$ cat src/rtl/fetch_queue.sv
// fetch_queue: sequential instruction fetch with an in-order response FIFO and redirect flush.
// Define FETCHQ_BYPASS_EN to forward a kept response straight to decode when the FIFO is empty.
module fetch_queue #(
    parameter int          DEPTH    = 4,
    parameter logic [63:0] RESET_PC = 64'h0
) (
    input  logic        clk,
    input  logic        rst,
    output logic        imem_req_valid,
    input  logic        imem_req_ready,
    output logic [63:0] imem_req_addr,
    input  logic        imem_rsp_valid,
    input  logic [31:0] imem_rsp_data,
    input  logic        redirect_valid,
    input  logic [63:0] redirect_pc,
    output logic        inst_valid,
    input  logic        inst_ready,
    output logic [31:0] inst_data,
    output logic [63:0] inst_pc
);
    localparam int CW = $clog2(DEPTH + 1);
    localparam int AW = $clog2(DEPTH);
    logic [63:0]   fetch_pc, rsp_pc, new_pc;
    logic [CW-1:0] outstanding, discard, count;
    logic [AW-1:0] rd_ptr, wr_ptr;
    logic [63:0]   mem_pc   [DEPTH];
    logic [31:0]   mem_data [DEPTH];
    logic [CW:0]   credit;
    logic          req_fire, rsp_keep, fifo_empty, push, pop;
    assign new_pc = {redirect_pc[63:2], 2'b00};
    // Buffered entries plus kept responses still in flight must fit in the FIFO.
    assign credit = {1'b0, count} + {1'b0, outstanding} - {1'b0, discard};
    assign imem_req_valid = (credit < (CW+1)'(DEPTH)) && !redirect_valid;
    assign imem_req_addr = fetch_pc;
    assign req_fire = imem_req_valid && imem_req_ready;
    assign rsp_keep = imem_rsp_valid && (discard == '0) && !redirect_valid;
    assign fifo_empty = (count == '0);
    assign pop = !fifo_empty && inst_ready && !redirect_valid;
`ifdef FETCHQ_BYPASS_EN
    logic bypass;
    assign bypass = fifo_empty && rsp_keep;
    assign push = rsp_keep && !(bypass && inst_ready);
    assign inst_valid = !fifo_empty || bypass;
    assign inst_data = !fifo_empty ? mem_data[rd_ptr] : bypass ? imem_rsp_data : '0;
    assign inst_pc = !fifo_empty ? mem_pc[rd_ptr] : bypass ? rsp_pc : '0;
`else
    assign push = rsp_keep;
    assign inst_valid = !fifo_empty;
    assign inst_data = fifo_empty ? '0 : mem_data[rd_ptr];
    assign inst_pc = fifo_empty ? '0 : mem_pc[rd_ptr];
`endif
    always_ff @(posedge clk or negedge rst) begin
        if (!rst) begin
            fetch_pc    <= RESET_PC;
            rsp_pc      <= RESET_PC;
            outstanding <= '0;
            discard     <= '0;
            count       <= '0;
            rd_ptr      <= '0;
            wr_ptr      <= '0;
        end else begin
            outstanding <= outstanding + CW'(req_fire) - CW'(imem_rsp_valid);
            if (redirect_valid) begin
                fetch_pc <= new_pc;
                rsp_pc   <= new_pc;
                discard  <= outstanding - CW'(imem_rsp_valid);
                count    <= '0;
                rd_ptr   <= '0;
                wr_ptr   <= '0;
            end else begin
                if (req_fire) fetch_pc <= fetch_pc + 64'd4;
                if (rsp_keep) rsp_pc <= rsp_pc + 64'd4;
                if (imem_rsp_valid && discard != '0) discard <= discard - CW'(1);
                count <= count + CW'(push) - CW'(pop);
                if (push) wr_ptr <= wr_ptr + AW'(1);
                if (pop) rd_ptr <= rd_ptr + AW'(1);
            end
        end
    end
    always_ff @(posedge clk) begin
        if (push) begin
            mem_pc[wr_ptr]   <= rsp_pc;
            mem_data[wr_ptr] <= imem_rsp_data;
        end
    end
endmodule

$ cat config.mk
export PLATFORM = sky130hd
export DESIGN_NAME = fetch_queue
export DESIGN_NICKNAME = d
export VERILOG_FILES = /design/src/rtl/fetch_queue.sv
export SDC_FILE = /design/constraint.sdc
export NUM_CORES = 1
export LEC_CHECK = 0
export CAP_MARGIN = 20
export CORE_ASPECT_RATIO = 1.4
export CORE_UTILIZATION = 25
export DETAILED_ROUTE_END_ITERATION = 6
export PLACE_DENSITY = 0.54
export SYNTH_ARGS = -nofsm -noshare
export SYNTH_HDL_FRONTEND = slang
export SYNTH_SLANG_ARGS = --single-unit
$ cat constraint.sdc
create_clock -name clk -period 3.59 [get_ports clk]
set_input_delay 0.359 -clock clk [delete_from_list [all_inputs] [get_ports clk]]
set_output_delay 0.359 -clock clk [all_outputs]
set_load 0.02 [all_outputs]
==> metrics.cfg <==
[drt]
routed_wl_um = 66800
num_vias = 13500
drc = 0
ant_nets = 0
routed_via_density = 4.54
dr.first_iter.drc_count = 824
dr.pass1.iters = 5
avgRoutedWirePerCell_um = 22.4

[timing]
period_share = 0.937
hold_violations = 0
tightestPinTransition_ps = 912
rsz0062_at_grt = no
slew_viol_final = 0
maxSlewHeadroom = 0.392
setup_violations = 0
skew_ps = 31.1
period_needed_ps = 3360
max_freq_ghz = 0.297
fin_tns_setup_ps = 0

[global_route]
grtUsageTotal = 0.147
grt_pass1_vias = 14300
antenna_found_initial = 3
grt_pass1_wl_um = 97200
grt_max_degree = 84
overflow = 0

[synth]
yosysSeqAreaShare = 0.660
ys_seq_elements = 513
synth_edf_count = 376
syn_avg_cell_area_um2 = 15.3
synthArstFlopShare = 0.267
synth.cell_area_um2 = 22300
synthDistinctLibCells = 54
synth_ff_type = edfxtp_1
synth_cells = 1459
synth_warnings = 0

[power]
max-vdd-ir-drop_uv = 377
report.power.total_mw = 18.6
power_density_nw_per_um2 = 653
p_leak_nw = 9.53

[worst_setup_path]
max_stage_delay_ps = 660
worst-path-buf-inv = 2
crit_slowest_cell = mux4_2
cp-start-kind = register
critPathKind = reg2out
path_cells = buf_12 -> mux4_2 -> and2_1 -> clkdlybuf4s50_1
reg2reg_depth = 14
critPathArrivalTime_ps = 3010
endpoint_kind = primary output
path_max_fanout = 32
cp.depth = 4
critical-path-top-delay-family = buffers and inverters
cp.required_ps = 3230

[layout]
final_util = 0.324
final_cell_mix = 376 x edfxtp_1, 254 x clkdlybuf4s50_1, 135 x dfrtp_1, 101 x and2_1, 94 x mux4_2
fillers = 8769
fin_cells = 2983
fin_nets = 1881
drive_gt1_frac = 0.170
final_common_cell = edfxtp_1
area_growth_pct = 28.1

[flow_run]
drv_cap = 0

[clocking]
clk_path_buf_depth = 3
cts_buffers = 54
clock_sinks = 513
cts.htree.levels = 2
path_clk_slew_ps = 70
tritoncts = done
clk-insertion-delay-late_ps = 640
cts_root_buf = clkbuf_16

[hold_path]
hold_depth = 3
hold_class = in2reg

[floorplanning]
fp.dieH_um = 355
start_util = 0.253
ios = 264
die_w_um = 254
core-area_um2 = 88300
dieArea_um2 = 90400
num_rows = 129

[placement]
numPortBuffers = 257
placed_cells = 2878
dp_hpwl_um = 46800
gp_congestion = 0.834

[status]
status = finished clean

-- layer usage --
metal / share of wire / up-vias / wire (µm) / track usage
li1: - / 6103 / - / -
met1: 0.42 / 6904 / 27900 / 0.185
met2: 0.49 / 412 / 32400 / 0.245
met3: 0.054 / 123 / 3600 / 0.0287
met4: 0.043 / 2 / 2870 / 0.0633
met5: 0.00022 / - / 15 / 0
-- final timing paths --
kind                                           from                       endpoint  slack [ps]
min                                  redirect_valid          wr_ptr[0]$_DFFE_PN0N_         140
min in group asynchronous                       rst   imem_req_addr[2]$_DFFE_PN0P_         340
min reg2reg                  rsp_pc[63]$_DFFE_PN0N_        mem_pc[2][63]$_DFFE_PP_         540
max in group asynchronous                       rst  imem_req_addr[35]$_DFFE_PN0P_        2400
max                           rd_ptr[0]$_DFFE_PN0P_                    inst_pc[34]         230
max reg2reg                outstanding[1]$_DFF_PN0_       outstanding[2]$_DFF_PN0_         240
-- synthesized netlist by cell type (19+ instances only) --
cell,instances,share of area
a21boi_0,19,0.0064
a21oi_1,27,0.0061
and2_1,105,0.029
and3_1,19,0.0053
clkbuf_1,46,0.0077
dfrtp_1,137,0.15
edfxtp_1,376,0.51
inv_1,47,0.0079
mux2_2,52,0.026
mux4_2,94,0.095
nand2_1,72,0.012
nand3_1,37,0.0083
nand4_1,42,0.012
nor2_1,59,0.0099
nor3_1,35,0.0079
nor4_1,30,0.0084
xnor2_1,67,0.026
xor2_1,50,0.020
-- worst register-to-register path, stage by stage (launching register included) --
cell,delay (ps)
dfrtp_1,360
inv_1,110
fa_1,550
inv_1,40
ha_1,270
nand3b_1,110
a211o_1,330
a31oi_2,210
inv_1,80
ha_1,270
inv_1,40
ha_1,180
fa_1,390
xor2_1,170
xnor2_1,120
-- registers in the layout, indices dropped and copies added (netlist names) --
register       count
mem_pc           248
rd_ptr             2
outstanding        3
rsp_pc            62
discard            3
imem_req_addr     62
count              3
wr_ptr             2
mem_data         128
-- through the flow --
stage          area, µm²  setup WS, ps  hold WS [ps]
2_1_floorplan      22300         -72.2          63.4
3_3_place_gp       26700           171           485
3_5_place_dp       26700           166           505
4_1_cts            28600          5.60          95.2
5_1_grt            28600          43.6           154
6_report           28600           225           142
-- final cells by class --
cell class	count	area [µm²]	share of cell area
antenna	2	5.00	0.000175
tap	1179	1480	0.0516
clock inverter	34	414	0.0145
inverter	47	179	0.00626
sequential	513	14700	0.516
clock buffer	66	1470	0.0514
timing repair buffer	306	3120	0.109
multi-input combinational	836	7180	0.251
-- timing repair --
item / in CTS / in global routing
hold buffers: 1 / 0
hold endpoints to repair: 81 / 0
endpoints found under the setup margin: 1 / 2
setup buffers: 0 / 1
pin swaps: 0 / 1
resized for setup: 3 / 2
-- logic make-up after synthesis --
group | count (synthesis) | share of synthesized area
and+or+nand+nor | 448 | 0.110
AOI/OAI and AO/OA | 95 | 0.0281
buffers and inverters | 113 | 0.0197
xor gates and xnor gates | 117 | 0.0459
muxes | 151 | 0.123
DFF | 513 | 0.660
adders and majority gates | 21 | 0.0131
other | 1 | 0.000168
-- report_power, final --
group / total, mW / switching, mW / internal (mW)
logic: 5.50 / 2.91 / 2.59
clock network: 5.93 / 2.49 / 3.44
registers: 7.22 / 0.456 / 6.77
No activity file was read; power rests on OpenSTA's default activity.
